**src/rtl/encoder_pkg.sv**
```systemverilog
// Shared types and constants for the stego encoder burst scheduler.
// Holds the state encoding, requester slot indices and AXI page geometry.
package encoder_pkg;

    typedef enum logic [2:0] {
        SCHED_IDLE  = 3'd0,
        SCHED_GRANT = 3'd1,
        SCHED_ISSUE = 3'd2,
        SCHED_WAIT  = 3'd3,
        SCHED_DONE  = 3'd4
    } sched_state_e;

    localparam logic [2:0] ST_IDLE  = 3'd0;
    localparam logic [2:0] ST_GRANT = 3'd1;
    localparam logic [2:0] ST_ISSUE = 3'd2;
    localparam logic [2:0] ST_WAIT  = 3'd3;
    localparam logic [2:0] ST_DONE  = 3'd4;

    localparam int REQ_CIMG    = 0;
    localparam int REQ_SIMG    = 1;
    localparam int REQ_MSG     = 2;
    localparam int REQ_SIMG_WR = 3;

    localparam int PAGE_BYTES = 4096;
    localparam int BEAT_BYTES = 4;

    function automatic logic [15:0] min3(input logic [15:0] a,
                                         input logic [15:0] b,
                                         input logic [15:0] c);
        logic [15:0] m;
        m = (a < b) ? a : b;
        return (m < c) ? m : c;
    endfunction

endpackage

```
**src/rtl/encoder_burst_sched_rr_arbiter.sv**
```systemverilog
// Combinational round-robin arbiter: the search starts one slot past the
// previous winner and wraps, so every active requester is eventually served.
module rr_arbiter #(
    parameter int NUM_REQ = 4,
    parameter int IDX_W   = 2
) (
    input  logic [NUM_REQ-1:0] req,
    input  logic [IDX_W-1:0]   last_grant,
    output logic               gnt_valid,
    output logic [IDX_W-1:0]   gnt_idx
);

    logic [IDX_W:0] cand;

    always_comb begin
        gnt_valid = 1'b0;
        gnt_idx   = '0;
        cand      = '0;
        for (int k = 1; k <= NUM_REQ; k++) begin
            cand = {1'b0, last_grant} + (IDX_W+1)'(k);
            if (cand >= (IDX_W+1)'(NUM_REQ)) begin
                cand = cand - (IDX_W+1)'(NUM_REQ);
            end
            if (!gnt_valid && req[cand[IDX_W-1:0]]) begin
                gnt_valid = 1'b1;
                gnt_idx   = cand[IDX_W-1:0];
            end
        end
    end

endmodule

```
**src/rtl/encoder_burst_sched.sv**
```systemverilog
// Splits each requester's transfer into AXI bursts that never cross a 4 KB
// page, keeping exactly one burst command outstanding at a time.
module encoder_burst_sched
    import encoder_pkg::*;
#(
    parameter int NUM_REQ   = 4,
    parameter int MAX_BEATS = 128,
    parameter int ADDR_W    = 32
) (
    input  logic                             axi_clk,
    input  logic                             axi_resetn,
    input  logic [NUM_REQ-1:0]               req_valid,
    output logic [NUM_REQ-1:0]               req_ready,
    input  logic [NUM_REQ-1:0][ADDR_W-1:0]   req_addr,
    input  logic [NUM_REQ-1:0][15:0]         req_beats,
    input  logic [NUM_REQ-1:0]               req_write,
    output logic [NUM_REQ-1:0]               req_done,
    output logic                             cmd_valid,
    input  logic                             cmd_ready,
    output logic [ADDR_W-1:0]                cmd_addr,
    output logic [7:0]                       cmd_len,
    output logic                             cmd_write,
    output logic [1:0]                       cmd_id,
    input  logic                             burst_done,
    input  logic                             burst_err,
    output logic                             sched_busy,
    output logic                             sched_error,
    output sched_state_e                     dbg_state
);

    localparam int IDX_W = (NUM_REQ > 1) ? $clog2(NUM_REQ) : 1;

    logic [2:0]        state_q;
    logic [IDX_W-1:0]  last_grant_q;
    logic [IDX_W-1:0]  id_q;
    logic [ADDR_W-1:0] addr_q;
    logic [15:0]       remain_q;
    logic              write_q;
    logic              error_q;

    logic              gnt_valid;
    logic [IDX_W-1:0]  gnt_idx;
    logic [15:0]       page_beats;
    logic [15:0]       size_w;
    logic              issuing;

    rr_arbiter #(
        .NUM_REQ (NUM_REQ),
        .IDX_W   (IDX_W)
    ) u_arb (
        .req        (req_valid),
        .last_grant (last_grant_q),
        .gnt_valid  (gnt_valid),
        .gnt_idx    (gnt_idx)
    );

    // Beats left before the next 4 KB page boundary; addr_q is word aligned.
    assign page_beats = 16'(PAGE_BYTES / BEAT_BYTES) - 16'(addr_q[11:2]);
    assign size_w     = min3(remain_q, 16'(MAX_BEATS), page_beats);

    always_ff @(posedge axi_clk or negedge axi_resetn) begin
        if (!axi_resetn) begin
            state_q      <= ST_IDLE;
            last_grant_q <= IDX_W'(NUM_REQ - 1);
            id_q         <= '0;
            addr_q       <= '0;
            remain_q     <= '0;
            write_q      <= 1'b0;
            error_q      <= 1'b0;
        end else begin
            case (state_q)
                ST_IDLE: begin
                    if (|req_valid) state_q <= ST_GRANT;
                end
                ST_GRANT: begin
                    if (gnt_valid) begin
                        id_q     <= gnt_idx;
                        addr_q   <= {req_addr[gnt_idx][ADDR_W-1:2], 2'b00};
                        remain_q <= req_beats[gnt_idx];
                        write_q  <= req_write[gnt_idx];
                        state_q  <= (req_beats[gnt_idx] == 16'd0) ? ST_DONE : ST_ISSUE;
                    end else begin
                        state_q <= ST_IDLE;
                    end
                end
                ST_ISSUE: begin
                    if (cmd_ready) state_q <= ST_WAIT;
                end
                ST_WAIT: begin
                    if (burst_done) begin
                        addr_q   <= addr_q + ADDR_W'({size_w, 2'b00});
                        remain_q <= remain_q - size_w;
                        if (burst_err) begin
                            error_q <= 1'b1;
                            state_q <= ST_DONE;
                        end else if (remain_q == size_w) begin
                            state_q <= ST_DONE;
                        end else begin
                            state_q <= ST_ISSUE;
                        end
                    end
                end
                ST_DONE: begin
                    last_grant_q <= id_q;
                    state_q      <= ST_IDLE;
                end
                default: state_q <= ST_IDLE;
            endcase
        end
    end

    // cmd_valid is held with cmd_* stable until the cycle cmd_ready is seen
    // high on a rising edge; that edge is the handshake. req_ready and
    // req_done are single-cycle pulses, not handshakes.
    assign issuing     = (state_q == ST_ISSUE);
    assign cmd_valid   = issuing;
    assign cmd_addr    = issuing ? addr_q : '0;
    assign cmd_len     = issuing ? 8'(size_w - 16'd1) : 8'd0;
    assign cmd_write   = issuing & write_q;
    assign cmd_id      = issuing ? 2'(id_q) : 2'd0;

    assign req_ready   = (state_q == ST_GRANT && gnt_valid) ? (NUM_REQ'(1) << gnt_idx) : '0;
    assign req_done    = (state_q == ST_DONE) ? (NUM_REQ'(1) << id_q) : '0;
    assign sched_busy  = (state_q != ST_IDLE);
    assign sched_error = error_q;
    assign dbg_state   = sched_state_e'(state_q);

endmodule

```
**config.mk**
```make
export PLATFORM = sky130hd
export DESIGN_NAME = encoder_burst_sched
export DESIGN_NICKNAME = d
export VERILOG_FILES = /design/src/rtl/encoder_pkg.sv /design/src/rtl/encoder_burst_sched_rr_arbiter.sv /design/src/rtl/encoder_burst_sched.sv
export SDC_FILE = /design/constraint.sdc
export NUM_CORES = 1
export LEC_CHECK = 0
export BUFFER_PORTS_ARGS = -buffer_cell sky130_fd_sc_hd__buf_2
export CORE_MARGIN = 2
export CORE_UTILIZATION = 51
export CTS_CLUSTER_DIAMETER = 50
export DETAILED_ROUTE_END_ITERATION = 8
export PLACE_DENSITY = 0.94
export SYNTH_ARGS = -nofsm -noshare
export SYNTH_HDL_FRONTEND = slang
export SYNTH_SLANG_ARGS = --single-unit
```
**constraint.sdc**
```tcl
create_clock -name axi_clk -period 7.22 [get_ports axi_clk]
set_input_delay 1.083 -clock axi_clk [delete_from_list [all_inputs] [get_ports axi_clk]]
set_output_delay 1.083 -clock axi_clk [all_outputs]
set_load 0.02 [all_outputs]
```
=== Yosys cells after proc, flatten, opt, wreduce, memory -nomap -nowiden ===
Cells that the tools add are included.

* Flip-flop bits (word level): 57
* Bits of input ports: 205
* Output and inout bits: 57
* Logic and storage cells: 105

* $add $sub $neg: 12
* $lt $le $gt $ge: 11
* Eq/ne operators: 9
* Shift operators: 2
* Mux-type cells: 47
* Bitwise logic cells: 1
* Reduce and logical (&&, ||, !) cells: 16

{| class="wikitable"
|+ Operators by type and width
! cell !! number
|-
| 32-bit 2-to-1 mux || 4
|-
| 16-bit 2-to-1 mux || 5
|-
| 32-bit binary-select mux with 2-bit select || 1
|-
| 32-bit case mux with 2 select lines || 1
|-
| 32-bit by 18-bit adder with 32-bit output || 1
|-
| 16-bit binary-select mux with 2-bit select || 1
|-
| 16-bit case mux with 2 select lines || 1
|-
| 3-bit 2-to-1 mux || 7
|-
| 2-bit 2-to-1 mux || 9
|-
| 16-bit == test || 1
|-
| 16-bit logical NOT || 1
|-
| 16-bit less-than comparator || 1
|-
| 16-bit by 8-bit less-than comparator with 1-bit output (second input constant) || 1
|-
| 16-bit subtractor || 1
|-
| 2-bit by 3-bit less-than comparator with 1-bit output (second input constant) || 5
|-
| 3-bit >= comparator (second input constant) || 4
|-
| 3-bit case mux with 4 select lines || 1
|-
| 11-bit by 10-bit subtractor with 12-bit output (first input constant) || 1
|-
| 1-bit binary-select mux with 2-bit select || 5
|-
| 1-bit 2-to-1 mux || 9
|-
| 3-bit AND reduction || 3
|-
| 4-bit 2-to-1 mux || 2
|-
| 8-bit 2-to-1 mux || 1
|-
| 2-bit inequality test (second input constant) || 4
|-
| 17 further kinds || 28
|}

=== Logic depth before layout (Yosys ltp) ===
Gate-level depths: netlist (run 1).

* Word-level depth: 21
* Depth in mapped cells: 24
* Gate-level depth less buffers: 23

=== By module ===
Synthesis (run 1) repeated with hierarchy kept, for this count alone.

* Cells, all modules: 754
* Area, all modules: 6500.0 sq um

{| class="wikitable"
|+ Modules (own cells, without submodules)
! module !! times used !! cells each !! area an instance (sq um) !! sequential area each (sq um)
|-
| encoder_burst_sched || 1 || 740 || 6408.6 || 1378.8
|-
| rr_arbiter || 1 || 14 || 91.3 || 0.0
|}

=== Worst setup path after synthesis (run 1) ===
No wires, ideal clock.

* Path kind: flip-flop to flip-flop
* From: register remain_q[13]
* To: register addr_q[19]
* Setup time: 0.116 ns
* Arrival time: 5.185 ns
* Required time: 7.104 ns
* Slack: 1.919 ns
* Cell stages (with the launch flop): 20
* Buffers on the path: 1
* Period minus slack after synthesis: 5.301 ns
* Cell sequence: dfrtp_1 or4_4 nor4_4 inv_1 nor2_1 ha_1 o211ai_1 and2_1 o41ai_4 buf_6 mux2_2 ha_1 a21o_1 a21o_1 a2111o_1 a31oi_1 o21ai_0 a21oi_1 mux2_2 o311ai_0

* Longest elaborated chain between the ends: 7

{| class="wikitable"
|+ Ends and longest elaborated chain
! what !! RTL line !! source
|-
| from (decl) || encoder_burst_sched.sv:37 || <nowiki>logic [15:0] remain_q;</nowiki>
|-
| from (signal assigned) || encoder_burst_sched.sv:79 || <nowiki>remain_q <= req_beats[gnt_idx];</nowiki>
|-
| from (signal assigned) || encoder_burst_sched.sv:92 || <nowiki>remain_q <= remain_q - size_w;</nowiki>
|-
| 16-bit by 8-bit less-than comparator with 1-bit output || encoder_pkg.sv:31 || <nowiki>m = (a < b) ? a : b;</nowiki>
|-
| 16-bit 2-to-1 mux (*) || encoder_pkg.sv:31 ||
|-
| 16-bit less-than comparator || encoder_pkg.sv:32 || <nowiki>return (m < c) ? m : c;</nowiki>
|-
| 16-bit 2-to-1 mux (*) || encoder_pkg.sv:32 ||
|-
| 32-bit by 18-bit adder with 32-bit output (*) || encoder_burst_sched.sv:91 || <nowiki>addr_q <= addr_q + ADDR_W'({size_w, 2'b00});</nowiki>
|-
| 32-bit 2-to-1 mux (*) || encoder_burst_sched.sv:90 || <nowiki>if (burst_done) begin</nowiki>
|-
| 32-bit case mux with 2 select lines (*) || encoder_burst_sched.sv:71 || <nowiki>case (state_q)</nowiki>
|-
| to (signal assigned) || encoder_burst_sched.sv:78 || <nowiki>addr_q <= {req_addr[gnt_idx][ADDR_W-1:2], 2'b00};</nowiki>
|-
| to (signal assigned) || encoder_burst_sched.sv:91 ||
|-
| to (decl) || encoder_burst_sched.sv:36 || <nowiki>logic [ADDR_W-1:0] addr_q;</nowiki>
|}

Every way passes the cells marked *; elsewhere a longest branch is shown, timed or not. The select of a mux whose other input is x is not followed.
A chain may end at the register's enable or synchronous reset.

=== Final worst setup path (run 1) ===
* From: register remain_q[13]
* To: register remain_q[13]

* Longest elaborated chain between the ends: 7

{| class="wikitable"
|+ Ends and longest elaborated chain
! what !! RTL line
|-
| 16-bit by 8-bit less-than comparator with 1-bit output || encoder_pkg.sv:31
|-
| 16-bit 2-to-1 mux || encoder_pkg.sv:31
|-
| 16-bit less-than comparator || encoder_pkg.sv:32
|-
| 16-bit 2-to-1 mux || encoder_pkg.sv:32
|-
| 16-bit subtractor (*) || encoder_burst_sched.sv:92
|-
| 16-bit 2-to-1 mux (*) || encoder_burst_sched.sv:90
|-
| 16-bit case mux with 2 select lines (*) || encoder_burst_sched.sv:71
|}

Marked as above.

==> results.tsv, run 1 <==
stage	metric	value	unit
power_and_ir_drop	Switching Share	0.544	
cells_and_area	Final Cell Area	8300	um2
routing	DRT iter0 DRCs	524	
power_and_ir_drop	Int Pwr	1.78	mW
sta	Final period util	0.888	
sta	clock period minus worst slack	6410	ps
yosys	cell count after synthesis	938	
global_route	pin count of the biggest net entering global routing	64	
sta	Slew Limit Fails	0	
sta	fmax	156	MHz
worst_setup_path	CP Capture Type	register	
sta	relative max-transition margin	0.193	
clock_network	Post-CTS Setup Bufs	0	
yosys	Synth top area share	0.197	
power_and_ir_drop	PwrDens	471	nW/um2
floorplan	starting density of the core	0.515	
run	Max-cap violations	0	
routing	1st-pass router iterations	5	
global_route	first-pass GRT wire length	36200	um
cells_and_area	Layout area overhead	23.1	%
yosys	Yosys reg bits	55	
clock_network	clk slew on worst S/H paths	80	ps
sta	setup TNS	0	ps
clock_network	CTS root buf	clkbuf_16	
worst_setup_path	Critical Path Start	remain_q[13]	
sta	Setup violations, final	0	
yosys	FFs w/ async S/R, synth	1.00	
cells_and_area	Storage cell area	1380	um2
clock_network	Inserted Clock Buffers	5	
worst_setup_path	Worst R2R Setup Slack	810	ps
yosys	Avg Synthesized Cell Area	7.19	um2
worst_setup_path	Crit Path Class	register to register	
yosys	mux share of post-synthesis cell area	0.0911	
yosys	Post-Synth XOR/XNOR Area	0.0403	
yosys	Compound-Gate Fraction of Synth Area	0.208	
global_route	GRT overflow	0	
min_path	hold path start	sched_error	
cells_and_area	ant diodes	0	
worst_setup_path	Critical Path RT	7400	ps
cells_and_area	nets	1416	
worst_setup_path	worst r2r path cells	20	
floorplan	die height	119	um
worst_setup_path	r2r endpoint	remain_q[13]	
min_path	worst-case hold path end point	sched_error	
clock_network	CTS Hold Bufs	0	
clock_network	H-tree levels	2	
sta	RSZ-0062 raised after global routing	no	
cells_and_area	Multi-input gate area	5090	um2
min_path	hold path depth	1	
floorplan	core area	13100	um2
floorplan	die footprint	14200	um2
routing	DRC	0	
power_and_ir_drop	Logic pwr share	0.764	
power_and_ir_drop	Max IR drop VDD	0.185	mV
global_route	GRT Total Usage	0.308	
yosys	synthesized cell area	6740	um2
clock_network	CTS max path bufs	2	
placement	dpl hpwl	16800	um
routing	vias	7914	
sta	Worst Tran Pin Value	1210	ps
sta	Worst Setup Slack, final	810	ps
cells_and_area	layout cells sized above 1	0.262	
power_and_ir_drop	sequential cell fraction of total power	0.171	
routing	Vias/cell	5.89	
routing	DRT antenna net count	0	
yosys	largest area contributor in the netlist	dfrtp_1	
power_and_ir_drop	Leakage	4.23	nW
power_and_ir_drop	power share of the clock group	0.064	
yosys	number of synthesis warnings	0	
worst_setup_path	crit path DAT	6590	ps
yosys	Main synth FF type	dfrtp_1	
yosys	Post-synth EDFFs	0	
sta	Final Hold Fails	0	
yosys	top cells by area, synth	dfrtp_1 20%, nand2_1 10%, ha_1 8.0%	
floorplan	# IOs	262	
global_route	vias in the first global route	7633	
worst_setup_path	reg2reg start	remain_q[13]	
clock_network	Clock Latency Late Sink	300	ps
routing	WL per Instance	16.3	um
placement	placed cells	1335	
power_and_ir_drop	Sw Pwr	2.12	mW
status	status	complete, no violations	
sta	final setup skew	12.0	ps
cells_and_area	Final Non-Filler Cells	1343	
yosys	largest family of logic cells by synthesized area	simple AND/OR/NAND/NOR gates	
sta	Hold WS	466	ps
cells_and_area	Filler Cell Count	1145	
yosys	sequential element share of the synthesized area	0.204	
yosys	adder-cell share of the synthesized area	0.0857	
global_route	number of antenna violations at the first check in global routing	0	
placement	routability cong.	0.968	
placement	worst slack, placed	889	ps
worst_setup_path	CP Max Fanout	13	
floorplan	width of the die	119	um
min_path	hold crit path type	register to register	
clock_network	clock tree sinks	55	
routing	Total Wirelength	21900	um
clock_network	CTS tree	built	
floorplan	row cnt	42	
placement	placed cell areas	8150	um2
placement	port bufs	251	
yosys	count of cell types in the netlist	72	
worst_setup_path	CP startpoint kind	register	
clock_network	cts repair resizes	0	
yosys	Simple-Gate Fraction of Synth Area	0.318	
## critical path: stages (launching register included)
cell and delay (ps):
dfrtp_1 420, or4_4 560, nor4_4 530, inv_1 230, nor2_1 190, ha_1 190
o211ai_1 90, and2_1 190, o41ai_4 670, buf_4 350, mux2i_1 470, inv_1 100
ha_1 350, a21o_1 200, a21oi_1 190, a21oi_1 150, o41ai_1 710, a21oi_1 160
or2_2 310, a31oi_1 150, o21ai_0 90
## per-stage QoR
stage,power [mW],utilization
3_3_place_gp,3.51,0.623
6_report,3.91,0.634
5_1_grt,4.25,0.634
3_5_place_dp,3.59,0.623
2_1_floorplan,2.83,-
4_1_cts,3.86,0.634
## how the worst max path moves through the flow
stage	endpoint	slack (ps)	cells past startpoint
after global placement	remain_q[13]	1080	20
after CTS	remain_q[13]	870	20
after detailed placement	remain_q[13]	890	20
after floorplan	addr_q[19]	1920	19
after global routing	remain_q[13]	290	20
final	remain_q[13]	810	20
## power groups by stage
stage	sequential (mW)	clock, mW	combinational, mW
detailed placement	0.667	0	2.92
finish	0.670	0.251	2.99
global route	0.690	0.270	3.29
global placement	0.658	0	2.85
CTS	0.663	0.255	2.95
floorplan	0.608	0	2.22
## cell type report
cell class	instances	share of cell area
Multi-Input combinational cell	809	0.613
Sequential cell	55	0.166
Timing Repair Buffer	262	0.161
Tap cell	176	0.0265
Clock buffer	5	0.0151
Inverter	33	0.0149
Clock inverter	3	0.00302
## synthesized netlist by cell type, types with 7 or more instances
cell type / n
nand2_1: 180
nand3_1: 75
nor2_1: 61
a21oi_1: 54
dfrtp_1: 53
ha_1: 43
clkbuf_1: 40
mux2i_1: 40
and2_1: 35
o21ai_0: 34
inv_1: 33
nor3_1: 24
and3_1: 21
xnor2_1: 20
mux2_2: 19
a31oi_1: 18
a311oi_1: 15
a21o_1: 12
nor2b_1: 12
o21a_1: 12
a211oi_1: 11
xor2_1: 11
buf_1: 8
nand4_1: 8
o211ai_1: 8
or3_1: 8
nand2b_1: 7
## registers in the layout, summed over array words and instances (netlist names)
signal,cells
addr_q,30
dbg_state,3
id_q,2
last_grant_q,2
remain_q,16
sched_error,1
write_q,1
## metal layers
| metal | GRT usage | routed length (um) | share of wire |
|---|---|---|---|
| met5 | 0 | 0 | 0 |
| met4 | 0.109 | 613 | 0.028 |
| met3 | 0.0417 | 1810 | 0.082 |
| met2 | 0.534 | 10500 | 0.48 |
| met1 | 0.392 | 8950 | 0.41 |
## layout by cell type, fill, tap and decap left out, types with 3 or more instances in the layout
cell	n
nand4_1	8
or2_2	3
o21a_1	12
a211oi_1	11
a31oi_1	18
a21oi_1	54
conb_1	14
nand2_1	180
nand2b_1	7
mux2i_1	40
nor3_1	24
xnor2_1	20
and2_1	35
clkbuf_16	5
o21ai_0	34
xor2_1	11
mux2_2	19
dfrtp_1	53
o22ai_1	4
o21bai_1	3
nor2_1	60
a311oi_1	15
ha_1	43
nor4_1	5
nand3_1	75
inv_1	33
nand3b_1	4
nor2b_1	11
a32oi_1	5
o211ai_1	8
a21o_1	12
or3_1	8
buf_2	251
o31ai_1	3
buf_4	11
and3_1	21
## cell families (layout without fill, tap and decap cells)
group / Yosys count / after routing
AO/OA/AOI/OAI: 208 / 208
XOR/XNOR: 31 / 31
adder cells (fa/ha/maj): 45 / 45
buffers and inverters: 86 / 303
flip-flops: 55 / 55
multiplexers: 59 / 59
other: 2 / 14
AND/OR/NAND/NOR: 452 / 452
Note: power is estimated with default switching activity, not from simulation.
==> run 2, diff against run 1 <==
--- a/config.mk
+++ b/config.mk
@@ -7,10 +7,11 @@
 export LEC_CHECK = 0
 export BUFFER_PORTS_ARGS = -buffer_cell sky130_fd_sc_hd__buf_2
 export CORE_MARGIN = 2
-export CORE_UTILIZATION = 51
+export CORE_UTILIZATION = 50
 export CTS_CLUSTER_DIAMETER = 50
 export DETAILED_ROUTE_END_ITERATION = 8
-export PLACE_DENSITY = 0.94
+export PLACE_DENSITY = 0.93
 export SYNTH_ARGS = -nofsm -noshare
 export SYNTH_HDL_FRONTEND = slang
+export SYNTH_HIERARCHICAL = 1
 export SYNTH_SLANG_ARGS = --single-unit
==> run 2 against run 1 <==
Net effect: critical endpoint is now addr_q[28]; largest power group unchanged; critical path depth unchanged; combinational power down 9.0%; clock power up 2%; final cell count down 13%; maximum frequency up 2.9%; clock-buffer cell count up 2; synthesized area down 3.6%; sequential share of layout area up 0.43 points; via count down 10%.
==> results.tsv, run 2 <==
stage	metric	value	unit	change
status	status	complete, no violations		
routing	DRT antenna net count	0		unchanged
worst_setup_path	Critical Path RT	7400	ps	about the same
floorplan	row cnt	41		-2.4%
clock_network	H-tree levels	2		unchanged
worst_setup_path	crit path DAT	6410	ps	-180 ps
clock_network	clock tree sinks	55		unchanged
clock_network	Post-CTS Setup Bufs	0		unchanged
placement	routability cong.	0.947		-2.2%
cells_and_area	ant diodes	0		unchanged
floorplan	width of the die	118	um	-0.81%
power_and_ir_drop	Switching Share	0.526		-0.0175
global_route	first-pass GRT wire length	33600	um	-7.2%
worst_setup_path	CP max-delay cell	o31ai_1		
floorplan	# IOs	262		unchanged
floorplan	core area	12700	um2	-3.2%
clock_network	clk slew on worst S/H paths	70	ps	about the same
sta	Worst Setup Slack, final	991	ps	+181 ps
worst_setup_path	Crit Path Class	register to register		
worst_setup_path	CP Capture Type	register		
clock_network	cts repair resizes	0		unchanged
global_route	GRT Total Usage	0.294		-0.0141
sta	relative max-transition margin	0.332		+0.139
power_and_ir_drop	Leakage	3.97	nW	-6.2%
worst_setup_path	CP Max Fanout	9		-4
sta	Worst Tran Pin Value	1000	ps	-207 ps
global_route	GRT overflow	0		unchanged
cells_and_area	layout cells sized above 1	0.343		+0.0805
cells_and_area	commonest non-fill, non-tap cell in the layout	buf_2		
cells_and_area	number of flip-flops in the largest register	30		unchanged
routing	Total Wirelength	21100	um	-3.4%
worst_setup_path	Buf/Inv on CP	2		-1
worst_setup_path	largest delay contributor family on the critical path	compound AO/OA/AOI/OAI gates		
sta	clock period minus worst slack	6230	ps	-181 ps
power_and_ir_drop	Int Pwr	1.75	mW	-2.1%
sta	setup TNS	0	ps	unchanged
power_and_ir_drop	Logic pwr share	0.738		-0.026
min_path	hold crit path type	register to register		
yosys	synthesized cell area	6500	um2	-3.6%
sta	Setup violations, final	0		unchanged
yosys	FFs w/ async S/R, synth	1.00		unchanged
routing	Vias/cell	6.10		+3.5%
sta	fmax	161	MHz	+2.9%
clock_network	Inserted Clock Buffers	5		unchanged
floorplan	die height	118	um	-0.81%
sta	final setup skew	6.92	ps	-5.08 ps
power_and_ir_drop	Max IR drop VDD	0.190	mV	+2.9%
global_route	number of antenna violations at the first check in global routing	0		unchanged
cells_and_area	Biggest register	addr_q		
worst_setup_path	most used cell, CP	ha_1		
placement	port bufs	251		unchanged
clock_network	CTS Hold Bufs	0		unchanged
yosys	Post-synth EDFFs	0		unchanged
yosys	cell count after synthesis	754		-20%
cells_and_area	Filler Cell Count	1057		-7.7%
power_and_ir_drop	power share of the clock group	0.070		+0.006
yosys	Yosys reg bits	55		unchanged
cells_and_area	Layout area overhead	24.5	%	
routing	1st-pass router iterations	5		unchanged
cells_and_area	nets	1241		-12%
clock_network	CTS tree	built		
sta	Final period util	0.863		-0.0251
clock_network	CTS root buf	clkbuf_16		
power_and_ir_drop	PwrDens	455	nW/um2	-3.3%
sta	Final Hold Fails	0		unchanged
clock_network	CTS max path bufs	2		unchanged
worst_setup_path	slowest stage delay, CP	530	ps	-180 ps
yosys	Avg Synthesized Cell Area	8.62	um2	+20%
yosys	number of synthesis warnings	6		+6
sta	Slew Limit Fails	0		unchanged
cells_and_area	commonest cells after routing, fill and taps aside	251 x buf_2, 81 x nand2_1, 66 x nor2_1		
yosys	top cells by area, synth	dfrtp_1 20%, mux4_2 16%, ha_1 8.3%		
global_route	vias in the first global route	6848		-10%
routing	WL per Instance	18.2	um	+11%
floorplan	die footprint	13900	um2	-1.6%
power_and_ir_drop	Sw Pwr	1.94	mW	-8.7%
yosys	count of cell types in the netlist	67		-6.9%
routing	DRT iter0 DRCs	682		+30%
worst_setup_path	CP startpoint kind	register		
worst_setup_path	CP cell instances	inv_1 > ha_1 > or3b_2 > or3_1 > or3_1 > ha_1 > and3_1 > a221oi_1 > o21ai_1 > o31ai_1 > ha_1 > inv_1 > fa_1 > nor2b_1 > o31a_1 > o221a_2 > o21ai_1 > o21a_1 > nand3b_1 > o311ai_0		
yosys	Post-synth top cells	81 x nand2_1, 67 x nor2_1, 53 x dfrtp_1		
yosys	Main synth FF type	dfrtp_1		
yosys	most common cell in the synthesized netlist	nand2_1		
placement	worst slack, placed	1090	ps	+204 ps
floorplan	starting density of the core	0.513		-0.00231
global_route	pin count of the biggest net entering global routing	56		-13%
sta	RSZ-0062 raised after global routing	no		
clock_network	Clock Latency Late Sink	300	ps	about the same
yosys	largest area contributor in the netlist	dfrtp_1		
routing	vias	7101		-10%
power_and_ir_drop	sequential cell fraction of total power	0.192		+0.021
yosys	sequential element share of the synthesized area	0.212		+0.00764
run	Max-cap violations	0		unchanged
yosys	Synth top area share	0.204		+0.00735
routing	DRC	0		unchanged
placement	dpl hpwl	16500	um	-1.7%
-- run 2: final timing paths --
| check | depth (start not counted) | startpoint | to | slack (ps) |
|---|---|---|---|---|
| max reg2reg | 20 | addr_q[2] | addr_q[28] | 990 |
| max in group asynchronous | 2 | axi_resetn | remain_q[2] | 5770 |
| min in group asynchronous | 2 | axi_resetn | addr_q[30] | 920 |
| max | 20 | addr_q[2] | addr_q[28] | 990 |
| min | 2 | write_q | write_q | 480 |
| min reg2reg | 2 | write_q | write_q | 480 |
-- run 2: final cells by class --
| cell class | count | area (um2) | share of cell area |
|---|---|---|---|
| clock inverter | 1 | 8.76 | 0.00108 |
| tap | 172 | 215 | 0.0266 |
| timing repair buffer | 262 | 1340 | 0.165 |
| clock buffer | 7 | 143 | 0.0176 |
| inverter | 34 | 128 | 0.0158 |
| multi-input combinational | 633 | 4880 | 0.603 |
| sequential | 55 | 1380 | 0.170 |
-- run 2: power groups by stage --
stage	clock (mW)	sequential, mW	combinational, mW
floorplan	0	0.610	2.06
global placement	0	0.691	2.56
detailed placement	0	0.699	2.64
CTS	0.257	0.694	2.67
global route	0.268	0.726	2.96
finish	0.257	0.708	2.72
-- run 2: stage by stage --
stage | instances | util | hold WS [ps] | instance area [um2] | total power, mW
2_1_floorplan | 766 | - | 438 | 6550 | 2.67
3_3_place_gp | 1156 | 0.627 | 447 | 7940 | 3.25
3_5_place_dp | 1156 | 0.627 | 466 | 7940 | 3.34
4_1_cts | 1164 | 0.639 | 483 | 8090 | 3.62
5_1_grt | 1164 | 0.639 | 487 | 8090 | 3.96
6_report | 1164 | 0.639 | 484 | 8090 | 3.68
-- run 2: routing by layer --
metal	vias to the layer above	global-route usage	wire, um
li1	3312	-	-
met1	3345	0.383	8580
met2	389	0.513	10400
met3	55	0.0339	1590
met4	0	0.0881	585
met5	-	0	0
-- run 2: worst min-delay path, cell delays in order, from the launching register on --
cell and delay [ps]:
dfrtp_1 350, nand2_1 50, nand2_1 50
-- run 2: cell families (layout without fill, tap and decap cells) --
family,count (synthesis),in the layout,synth area share
xor+xnor,31,31,0.0429
flops,55,55,0.212
mux,56,56,0.177
simple gates,291,291,0.218
compound gates,196,196,0.212
buf+inv,78,304,0.0479
fa+ha+maj,45,45,0.0889
other cells,2,14,0.00116
==> run 3, diff against run 2 <==
--- a/config.mk
+++ b/config.mk
@@ -6,12 +6,13 @@
 export NUM_CORES = 1
 export LEC_CHECK = 0
 export BUFFER_PORTS_ARGS = -buffer_cell sky130_fd_sc_hd__buf_2
+export CORE_ASPECT_RATIO = 0.8
 export CORE_MARGIN = 2
-export CORE_UTILIZATION = 50
+export CORE_UTILIZATION = 51
 export CTS_CLUSTER_DIAMETER = 50
 export DETAILED_ROUTE_END_ITERATION = 8
-export PLACE_DENSITY = 0.93
+export PLACE_DENSITY = 0.94
 export SYNTH_ARGS = -nofsm -noshare
 export SYNTH_HDL_FRONTEND = slang
-export SYNTH_HIERARCHICAL = 1
 export SYNTH_SLANG_ARGS = --single-unit
+export TNS_END_PERCENT = 100
==> run 3 against run 2 <==
Net effect: largest cell class unchanged; combinational power grew 10%; sequential share of layout area fell by 0.43 points; worst setup slack improved by 28 ps; hold slack got worse by 27 ps; highest routed layer unchanged; routed wire length increased by 5.4%; critical path type unchanged; design area rose by 2.6%; clock power is 2% higher; maximum frequency is 0.45% higher; sequential power down 4.9%; final cell count grew 15%.
==> results.tsv, run 3 (synthesis results as in run 1) <==
stage	metric	value	unit	change
cells_and_area	ant diodes	0		unchanged
sta	clock period minus worst slack	6200	ps	-27.8 ps
cells_and_area	Layout area overhead	23.1	%	
clock_network	clk slew on worst S/H paths	80	ps	about the same
routing	DRC	0		unchanged
routing	1st-pass router iterations	5		unchanged
sta	Final Hold Fails	0		unchanged
cells_and_area	commonest non-fill, non-tap cell in the layout	buf_2		
power_and_ir_drop	Leakage	4.24	nW	+6.7%
worst_setup_path	crit path DAT	6380	ps	-30 ps
global_route	GRT Total Usage	0.312		+0.0181
routing	Vias/cell	5.93		-2.7%
power_and_ir_drop	PwrDens	474	nW/um2	+4.2%
global_route	vias in the first global route	7509		+9.7%
sta	RSZ-0062 raised after global routing	no		
sta	Final period util	0.859		-0.00385
global_route	met2 Use GR	0.531		+0.0173
worst_setup_path	CP startpoint kind	register		
routing	Total Wirelength	22300	um	+5.4%
floorplan	starting density of the core	0.524		+0.0109
clock_network	CTS root buf	clkbuf_16		
routing	DRT iter0 DRCs	804		+18%
clock_network	clock tree sinks	55		unchanged
clock_network	H-tree levels	2		unchanged
cells_and_area	nets	1416		+14%
sta	Setup violations, final	0		unchanged
power_and_ir_drop	total chip power	3.94	mW	+6.9%
global_route	first-pass GRT wire length	36300	um	+8.3%
placement	worst slack, placed	1230	ps	+137 ps
clock_network	CTS max path bufs	2		unchanged
worst_setup_path	CP max-delay cell	or4_4		
global_route	pin count of the biggest net entering global routing	65		+16%
worst_setup_path	Critical Path RT	7400	ps	about the same
status	status	complete, no violations		
cells_and_area	Filler Cell Count	1175		+11%
cells_and_area	layout cells sized above 1	0.262		-0.0805
floorplan	die footprint	14200	um2	+1.7%
worst_setup_path	CP Max Fanout	21		+12
worst_setup_path	CP Capture Type	register		
global_route	GRT overflow	0		unchanged
placement	dpl hpwl	17300	um	+4.9%
global_route	met3 Resource Use GR	0.0567		+0.0228
sta	Worst Tran Pin Value	1150	ps	+153 ps
sta	Worst Setup Slack, final	1020	ps	+27.8 ps
clock_network	CTS Hold Bufs	0		unchanged
sta	Slew Limit Fails	0		unchanged
global_route	number of antenna violations at the first check in global routing	0		unchanged
placement	port bufs	251		unchanged
sta	relative max-transition margin	0.230		-0.102
floorplan	core area	12900	um2	+1.6%
floorplan	row cnt	37		-9.8%
clock_network	Clock Latency Late Sink	300	ps	about the same
floorplan	width of the die	133	um	+12%
global_route	met1 Use GR	0.407		+0.0241
sta	setup TNS	0	ps	unchanged
routing	WL per Instance	16.6	um	-8.6%
cells_and_area	Biggest register	addr_q		
clock_network	Inserted Clock Buffers	5		unchanged
cells_and_area	commonest cells after routing, fill and taps aside	251 x buf_2, 180 x nand2_1, 75 x nand3_1		
power_and_ir_drop	Max IR drop VDD	0.230	mV	+21%
global_route	global route hottest layer	met2		
run	Max-cap violations	0		unchanged
worst_setup_path	CP cell instances	or4_4 > nor4_4 > inv_1 > nor2_1 > ha_1 > o211ai_1 > and2_1 > o41ai_4 > buf_4 > mux2_2 > ha_1 > a21o_1 > a21o_1 > a2111o_1 > a31oi_1 > o21ai_0 > a21oi_1 > mux2_2 > o311ai_0		
routing	vias	7962		+12%
cells_and_area	number of flip-flops in the largest register	30		unchanged
worst_setup_path	slowest stage delay, CP	560	ps	+30 ps
routing	DRT antenna net count	0		unchanged
placement	routability cong.	0.947		about the same
clock_network	cts repair resizes	0		unchanged
clock_network	CTS tree	built		
floorplan	die height	107	um	-9.5%
worst_setup_path	Crit Path Class	register to register		
clock_network	Post-CTS Setup Bufs	0		unchanged
floorplan	# IOs	262		unchanged
sta	fmax	161	MHz	+0.45%
sta	final setup skew	10.9	ps	+3.98 ps
min_path	hold crit path type	register to register		
-- run 3: changes by cell type in the layout (fill, tap and decap cells not counted), sizes merged, moves of 8 or more --
| cell | before | now |
|---|---|---|
| and2 | 9 | 35 |
| a22oi | 9 | 1 |
| nand2 | 81 | 180 |
| mux2 | 3 | 19 |
| mux4 | 47 | 0 |
| a21oi | 41 | 56 |
| and3 | 39 | 21 |
| nand3 | 22 | 75 |
| mux2i | 6 | 40 |
| o311ai | 10 | 1 |
| a311oi | 4 | 15 |
-- run 3: stage by stage --
stage	area [um2]	instances	utilization	hold WS, ps
after floorplan	6790	950	-	438
after global placement	8150	1334	0.633	434
after detailed placement	8150	1334	0.633	440
after CTS	8300	1342	0.645	458
after global routing	8300	1342	0.645	505
final	8300	1342	0.645	457
-- run 3: metal layers --
metal  wire length, um  share of wire
met1              9460           0.42
met2             10300           0.46
met3              2030          0.091
met4               525          0.024
met5                 0              0
-- run 3: worst max-delay path, delay by kind of cell, from the launching register on --
family | cells | cell delay (ps)
buffers and inverters | 2 | 540
multiplexers | 2 | 790
flip-flops | 1 | 430
adder cells (fa/ha/maj) | 2 | 480
AND/OR/NAND/NOR | 4 | 1470
AO/OA/AOI/OAI | 9 | 2370
-- run 3: power by group --
| group | switching (mW) | internal [mW] | total [mW] |
|---|---|---|---|
| Sequential | 0.203 | 0.471 | 0.673 |
| Combinational | 1.82 | 1.18 | 3.00 |
| Clock | 0.128 | 0.132 | 0.261 |
-- run 3: cell type report --
type,instances,area (um2),area share
Inverter,33,124,0.0149
Tap cell,175,219,0.0264
Multi-Input combinational cell,809,5090,0.613
Clock buffer,5,125,0.0151
Sequential cell,55,1380,0.166
Clock inverter,3,26.3,0.00317
Timing Repair Buffer,262,1340,0.161
-- run 3: path summary, 6_finish.rpt --
path                                   start          end  slack [ps]  cells after the start
worst max-delay path            remain_q[13]   addr_q[19]        1020                     19
worst min-delay path             sched_error  sched_error         460                      1
worst min register to register   sched_error  sched_error         460                      1
max in group asynchronous         axi_resetn  remain_q[7]        5810                      2
worst max register to register  remain_q[13]   addr_q[19]        1020                     19
min in group asynchronous         axi_resetn    addr_q[5]         900                      2
